### src/rtl/spi_frame_serializer_if.sv
// Request channel between the upstream queue and the SPI frame serializer.
// The upstream side uses the master modport and the serializer uses the slave modport.
interface spi_frame_serializer_if #(
    parameter int ADDRW   = 8,
    parameter int OPCODEW = 2,
    parameter int DATAW   = 8
);
    logic               valid_in;
    logic [OPCODEW-1:0] opcode;
    logic [ADDRW-1:0]   addr;
    logic [DATAW-1:0]   data;
    logic               with_data;
    logic               ready_out;

    modport master (output valid_in, opcode, addr, data, with_data, input ready_out);
    modport slave  (input valid_in, opcode, addr, data, with_data, output ready_out);
endinterface

### src/rtl/spi_frame_serializer.sv
// Queues opcode/address(/payload) requests in a FIFO and shifts each one out as a cs_n-framed
// SPI frame. spi_clk is oversampled on the fast clk and is not used as a clock.
module spi_frame_serializer #(
    parameter int ADDRW   = 8,
    parameter int OPCODEW = 2,
    parameter int DATAW   = 8,
    parameter int DEPTH   = 4
) (
    input  logic                         clk,
    input  logic                         rst_n,
    input  logic                         spi_clk,
    input  logic                         lsb_first,
    input  logic                         shift_pol,
    spi_frame_serializer_if.slave        req,
    output logic                         miso,
    output logic                         cs_n,
    output logic                         busy,
    output logic                         frame_done,
    output logic [$clog2(DEPTH+1)-1:0]   fifo_level
);
    localparam int FRAMEW = OPCODEW + ADDRW + DATAW;
    localparam int SHORTW = OPCODEW + ADDRW;
    localparam int ENTW   = FRAMEW + 1;
    localparam int PTRW   = $clog2(DEPTH);
    localparam int LVLW   = $clog2(DEPTH + 1);
    localparam int CNTW   = $clog2(FRAMEW);
    localparam logic [CNTW-1:0] LAST_SHORT = CNTW'(SHORTW - 1);
    localparam logic [CNTW-1:0] LAST_FULL  = CNTW'(FRAMEW - 1);
    localparam logic [LVLW-1:0] FULL_LVL   = LVLW'(DEPTH);

    typedef enum logic [1:0] {IDLE, SHIFT, TAIL} state_t;
    state_t state, state_nxt;

    logic              s1, s2, s3;
    logic              rise, fall, shift_edge;
    logic [ENTW-1:0]   mem [DEPTH];
    logic [PTRW-1:0]   wr_ptr, rd_ptr;
    logic              push, pop, shift_go, tail_go;
    logic              head_wd;
    logic [FRAMEW-1:0] head_frame, load_val;
    logic [FRAMEW-1:0] shreg;
    logic [CNTW-1:0]   cnt;
    logic              lsb_q, pol_q;

    // NOTE: every flop is updated with <= so all of them sample values from before the edge.
    always_ff @(posedge clk or negedge rst_n) begin
        if (!rst_n) begin
            s1 <= 1'b0;
            s2 <= 1'b0;
            s3 <= 1'b0;
        end else begin
            s1 <= spi_clk;
            s2 <= s1;
            s3 <= s2;
        end
    end

    assign rise       = s2 & ~s3;
    assign fall       = ~s2 & s3;
    assign shift_edge = pol_q ? rise : fall;

    // When a pop is happening, the slot it frees can be refilled in the same cycle.
    assign req.ready_out = (fifo_level != FULL_LVL) || pop;
    assign push          = req.valid_in && req.ready_out;

    // NOTE: the storage array has no reset. Which entries are valid is tracked only by the pointers and fifo_level.
    always_ff @(posedge clk) begin
        if (push) mem[wr_ptr] <= {req.with_data, req.opcode, req.addr, req.data};
    end

    always_ff @(posedge clk or negedge rst_n) begin
        if (!rst_n) begin
            wr_ptr     <= '0;
            rd_ptr     <= '0;
            fifo_level <= '0;
        end else begin
            if (push) wr_ptr <= wr_ptr + PTRW'(1);
            if (pop)  rd_ptr <= rd_ptr + PTRW'(1);
            case ({push, pop})
                2'b10:   fifo_level <= fifo_level + LVLW'(1);
                2'b01:   fifo_level <= fifo_level - LVLW'(1);
                default: fifo_level <= fifo_level;
            endcase
        end
    end

    // A short frame is aligned so that its first bit sits where the chosen shift direction reads it.
    assign {head_wd, head_frame} = mem[rd_ptr];
    always_comb begin
        load_val = head_frame;
        if (!head_wd)
            load_val = lsb_first ? FRAMEW'(head_frame[FRAMEW-1:DATAW])
                                 : {head_frame[FRAMEW-1:DATAW], {DATAW{1'b0}}};
    end

    always_ff @(posedge clk or negedge rst_n) begin
        if (!rst_n) state <= IDLE;
        else        state <= state_nxt;
    end

    // NOTE: every signal driven in always_comb gets a default first, so no latches are inferred.
    always_comb begin
        state_nxt = state;
        case (state)
            IDLE:    if (fifo_level != '0)            state_nxt = SHIFT;
            SHIFT:   if (shift_edge && cnt == '0)     state_nxt = TAIL;
            TAIL:    if (shift_edge)                  state_nxt = IDLE;
            default:                                  state_nxt = IDLE;
        endcase
    end

    always_comb begin
        pop      = 1'b0;
        shift_go = 1'b0;
        tail_go  = 1'b0;
        busy     = (state != IDLE);
        cs_n     = (state == IDLE);
        case (state)
            IDLE:    pop      = (fifo_level != '0);
            SHIFT:   shift_go = shift_edge;
            TAIL:    tail_go  = shift_edge;
            default: ;
        endcase
    end

    // Bit order and edge polarity are captured at load, so later config changes only affect the next frame.
    always_ff @(posedge clk or negedge rst_n) begin
        if (!rst_n) begin
            shreg      <= '0;
            cnt        <= '0;
            lsb_q      <= 1'b0;
            pol_q      <= 1'b0;
            miso       <= 1'b0;
            frame_done <= 1'b0;
        end else begin
            frame_done <= tail_go;
            if (pop) begin
                shreg <= load_val;
                cnt   <= head_wd ? LAST_FULL : LAST_SHORT;
                lsb_q <= lsb_first;
                pol_q <= shift_pol;
            end else if (shift_go) begin
                miso  <= lsb_q ? shreg[0] : shreg[FRAMEW-1];
                shreg <= lsb_q ? (shreg >> 1) : (shreg << 1);
                cnt   <= cnt - CNTW'(1);
            end else if (tail_go) begin
                miso  <= 1'b0;
            end
        end
    end
endmodule

### src/flat_wrapper.sv
// flat-port wrapper written by rule: the top's interface ports become plain ports
module spi_frame_serializer_flat 
#(
    parameter int ADDRW   = 8,
    parameter int OPCODEW = 2,
    parameter int DATAW   = 8,
    parameter int DEPTH   = 4
)
  (clk, rst_n, spi_clk, lsb_first, shift_pol, miso, cs_n, busy, frame_done, fifo_level, req_valid_in, req_opcode, req_addr, req_data, req_with_data, req_ready_out);
  spi_frame_serializer_if #(.ADDRW(ADDRW), .OPCODEW(OPCODEW), .DATAW(DATAW)) req_i ();
  input  logic clk;
  input  logic rst_n;
  input  logic spi_clk;
  input  logic lsb_first;
  input  logic shift_pol;
  output logic miso;
  output logic cs_n;
  output logic busy;
  output logic frame_done;
  output logic [$clog2(DEPTH+1)-1:0] fifo_level;
  input wire logic [$bits(req_i.valid_in)-1:0] req_valid_in;
  input wire logic [$bits(req_i.opcode)-1:0] req_opcode;
  input wire logic [$bits(req_i.addr)-1:0] req_addr;
  input wire logic [$bits(req_i.data)-1:0] req_data;
  input wire logic [$bits(req_i.with_data)-1:0] req_with_data;
  output wire logic [$bits(req_i.ready_out)-1:0] req_ready_out;
  assign req_i.valid_in = req_valid_in;
  assign req_i.opcode = req_opcode;
  assign req_i.addr = req_addr;
  assign req_i.data = req_data;
  assign req_i.with_data = req_with_data;
  assign req_ready_out = req_i.ready_out;
  spi_frame_serializer #(.ADDRW(ADDRW), .OPCODEW(OPCODEW), .DATAW(DATAW), .DEPTH(DEPTH)) u_core (.clk(clk), .rst_n(rst_n), .spi_clk(spi_clk), .lsb_first(lsb_first), .shift_pol(shift_pol), .req(req_i), .miso(miso), .cs_n(cs_n), .busy(busy), .frame_done(frame_done), .fifo_level(fifo_level));
endmodule
### config.mk
export PLATFORM = sky130hd
export DESIGN_NAME = spi_frame_serializer_flat
export DESIGN_NICKNAME = d
export VERILOG_FILES = /design/src/rtl/spi_frame_serializer_if.sv /design/src/rtl/spi_frame_serializer.sv /design/src/flat_wrapper.sv
export SDC_FILE = /design/constraint.sdc
export NUM_CORES = 1
export LEC_CHECK = 0
export BUFFER_PORTS_ARGS = -buffer_cell sky130_fd_sc_hd__buf_2
export CAP_MARGIN = 20
export CELL_PAD_IN_SITES_DETAIL_PLACEMENT = 1
export CELL_PAD_IN_SITES_GLOBAL_PLACEMENT = 2
export CORE_MARGIN = 5
export CORE_UTILIZATION = 46
export CTS_BUF_LIST = sky130_fd_sc_hd__clkbuf_2 sky130_fd_sc_hd__clkbuf_4 sky130_fd_sc_hd__clkbuf_8
export CTS_CLUSTER_DIAMETER = 100
export CTS_CLUSTER_SIZE = 14
export DETAILED_ROUTE_END_ITERATION = 8
export MAX_ROUTING_LAYER = met4
export PLACE_DENSITY = 0.91
export SYNTH_ARGS = -nofsm -noshare
export SYNTH_HDL_FRONTEND = slang
export SYNTH_SLANG_ARGS = --single-unit
### constraint.sdc
create_clock -name clk -period 2.5 [get_ports clk]
set_input_delay 0.375 -clock clk [delete_from_list [all_inputs] [get_ports clk]]
set_output_delay 0.375 -clock clk [all_outputs]
set_load 0.01 [all_outputs]
==> results.cfg <==
[floorplan]
die_w_um = 114
die_area_um2 = 12900
die_y_um = 114
coreArea_um2 = 10400
io_pins = 33
num_rows = 37
start_util = 0.475

[timing]
finalCritPeriodShare = 0.803
slew_violations = 0
setup_tns_ps = 0
tightestPinTransition_ps = 923
timing.fmax_mhz = 498
hold_viol_final = 0
relSlewSlack = 0.385
fin_crit_ps = 2010
fin_worst_skew_ps = 9.44
setup_viol_count_final = 0
rsz0062_at_grt = false
layout_setup_ws_ps = 493

[route]
totalWireLength_um = 10100
first_pass_iters = 4
via_per_inst = 5.57
wl_per_cell_um = 20.1
drt_iter0_drc = 118
drt.antenna.violating_nets = 0
post-route-drc-count = 0
via_count = 2792

[setup_path]
worstPathArrival_ps = 2350
r2r_start = u_core.state[1]
cp_cell_sequence = or2_2, inv_2, and2_1, nand2b_1, fa_1, o31ai_1, xnor2_1
crit_slowest_cell = dfrtp_1
start_kind = flip-flop
cp-startpoint = u_core.state[1]
required_ps = 2850
critPathMaxFanout = 6
critPathCaptureType = flip-flop
critPathMaxStageDelay_ps = 410
path_class = reg2reg

[pwr]
combPwrFrac = 0.327
p_leak_nw = 2.27
ir_worst_vdd_v = 0.000895
p_seq_frac = 0.413
power.share.clock = 0.259
internal-power_mw = 4.69
power.share.switching = 0.338
power_density_nw_per_um2 = 1250
p_sw_mw = 2.39
power.total_mw = 7.08

[finish]
syn_to_final_growth_pct = 15.3
drive_gt1_frac = 0.296
antenna-diode-count = 0
nets = 383
fillers = 1014

[logic_synthesis]
yosys.area_share.simple = 0.0754
ys_seq_area_frac = 0.661
syn_nets = 335
avgSynthCellArea_um2 = 16.2
synthMuxAreaShare = 0.156
synthAdderAreaFrac = 0.0168
syn_area_um2 = 4930
ys_ff_latch = 115
synth_cell_types = 45
synth_warnings = 0
synth_compound_area_frac = 0.0543
synth-xor-area-share = 0.0124
synthCells = 304
synth_top_family_by_area = multiplexers

[place]
pre_cts_slack_ps = 498
dp.final_hpwl_um = 6840
portBuffers = 32
globalplace.congestion = 0.781

[clocking]
post-cts-setup-buffers = 0
ctsHoldBuffers = 0
htree_levels = 4
path_clk_slew_ps = 80
root_buffer = clkbuf_8
cts.sinks = 115
cts_tree = yes
postCtsResizedCells = 0
clk_latency_ps = 420
clock_path_buffers = 2
cts_buffers = 17

[global_route]
gr-usage-all-layers = 0.174
grt_max_degree = 40
grt_pass1_vias = 3091
overflow = 0
grt_antenna_before_repair = 0
grt_pass1_wl_um = 16400

[job]
max_cap_viol_count = 0

[min_path]
min-delay-start = spi_clk
hp-class = in2reg

[run_status]
outcome = finished clean
## path summary, 6_finish.rpt
check | depth (start not counted) | end | slack (ps)
setup / recovery | 7 | u_core.fifo_level[2] | 490
hold reg to reg | 0 | u_core.s2 | 370
min in group asynchronous | 1 | u_core.frame_done | 80
hold / removal | 1 | u_core.s1 | 50
setup reg to reg | 7 | u_core.fifo_level[2] | 490
max in group asynchronous | 1 | u_core.shreg[3] | 1840
## through the flow
stage	hold slack, ps	cells	utilization	instance area, um2
2_1_floorplan	79.4	304	-	4930
3_3_place_gp	353	469	0.507	5260
3_5_place_dp	360	469	0.507	5260
4_1_cts	23.1	501	0.548	5680
5_1_grt	20.0	501	0.548	5680
6_report	48.9	501	0.548	5680
## area by class of cell
| type | instances | area [um2] | share of cell area |
|---|---|---|---|
| clock buffers | 17 | 234 | 0.0412 |
| clock inverters | 15 | 194 | 0.0341 |
| inverters | 9 | 33.8 | 0.00594 |
| multi-input cells | 166 | 1550 | 0.273 |
| flip-flops and latches | 115 | 3260 | 0.573 |
| well taps | 136 | 170 | 0.0299 |
| repair buffers | 43 | 243 | 0.0427 |
## kinds of logic after synthesis
family | after synthesis
DFF | 115
and+or+nand+nor | 67
muxes | 50
AOI/OAI and AO/OA | 36
buffers and inverters | 23
xor gates and xnor gates | 7
adders and majority gates | 6
## routing by layer
layer | GRT usage | part of all wire | vias up
met4 | 0.0609 | 0.015 | 0
met3 | 0.0525 | 0.035 | 14
li1 | - | - | 1277
met1 | 0.209 | 0.44 | 1445
met2 | 0.281 | 0.51 | 56
met5 | - | 0 | -
## cell usage in the layout, fill, tap and decap left out, types with 5 or more instances in the layout
cell / instances
edfxtp_1: 76
dfrtp_1: 39
buf_2: 32
mux2i_1: 22
clkbuf_8: 17
mux4_2: 14
nor2_1: 12
nand3_1: 12
buf_4: 11
and3_1: 10
nand2_1: 10
o21ai_0: 10
mux2_2: 9
inv_1: 8
inv_6: 7
a2111o_1: 6
xnor2_1: 5
nor2b_1: 5
mux4_1: 5
ha_1: 5
## sequential cells by signal, indices dropped and copies added, names as in the netlist, 2 cells and up
name,count
u_core.mem,76
u_core.state,2
u_core.wr_ptr,2
u_core.shreg,18
u_core.fifo_level,3
u_core.cnt,5
u_core.rd_ptr,2
## power by group through the flow
stage               clock [mW]  sequential, mW  combinational [mW]
global placement             0            2.92                2.24
global route              2.01            2.98                2.53
detailed placement           0            2.97                2.33
floorplan                    0            2.82                1.78
finish                    1.84            2.93                2.32
CTS                       1.88            2.93                2.36
## Yosys cell counts, drive strengths merged
cell type	instances	area share
edfxtp	76	0.46
dfrtp	39	0.20
mux2i	22	0.045
mux4	19	0.091
nand3	12	0.012
nor2	12	0.0091
o21ai	12	0.013
buf	11	0.015
and3	10	0.013
nand2	10	0.0076
inv	9	0.0069
mux2	9	0.021
a2111o	6	0.014
a21oi	5	0.0058
ha	5	0.013
nor2b	5	0.0063
xnor2	5	0.0089
o211ai	4	0.0061
clkbuf	3	0.0023
or3b	3	0.0053
a22oi	2	0.0030
and2	2	0.0025
and2b	2	0.0030
nand2b	2	0.0025
o221ai	2	0.0036
o31ai	2	0.0030
or2	2	0.0030
or3	2	0.0025
xor2	2	0.0036
a21boi	1	0.0015
a31oi	1	0.0013
and3b	1	0.0018
fa	1	0.0041
nand4	1	0.0013
nand4b	1	0.0018
nor3	1	0.0010
nor3b	1	0.0025
o41ai	1	0.0033
## critical path, delay by kind of cell (launching register included)
kind	cells	cell delay, ps
flip-flops	1	410
XOR/XNOR	1	160
AO/OA/AOI/OAI	1	300
buffers and inverters	1	110
AND/OR/NAND/NOR	3	560
adder cells (fa/ha/maj)	1	390
Note: power is estimated with default switching activity, not from simulation.
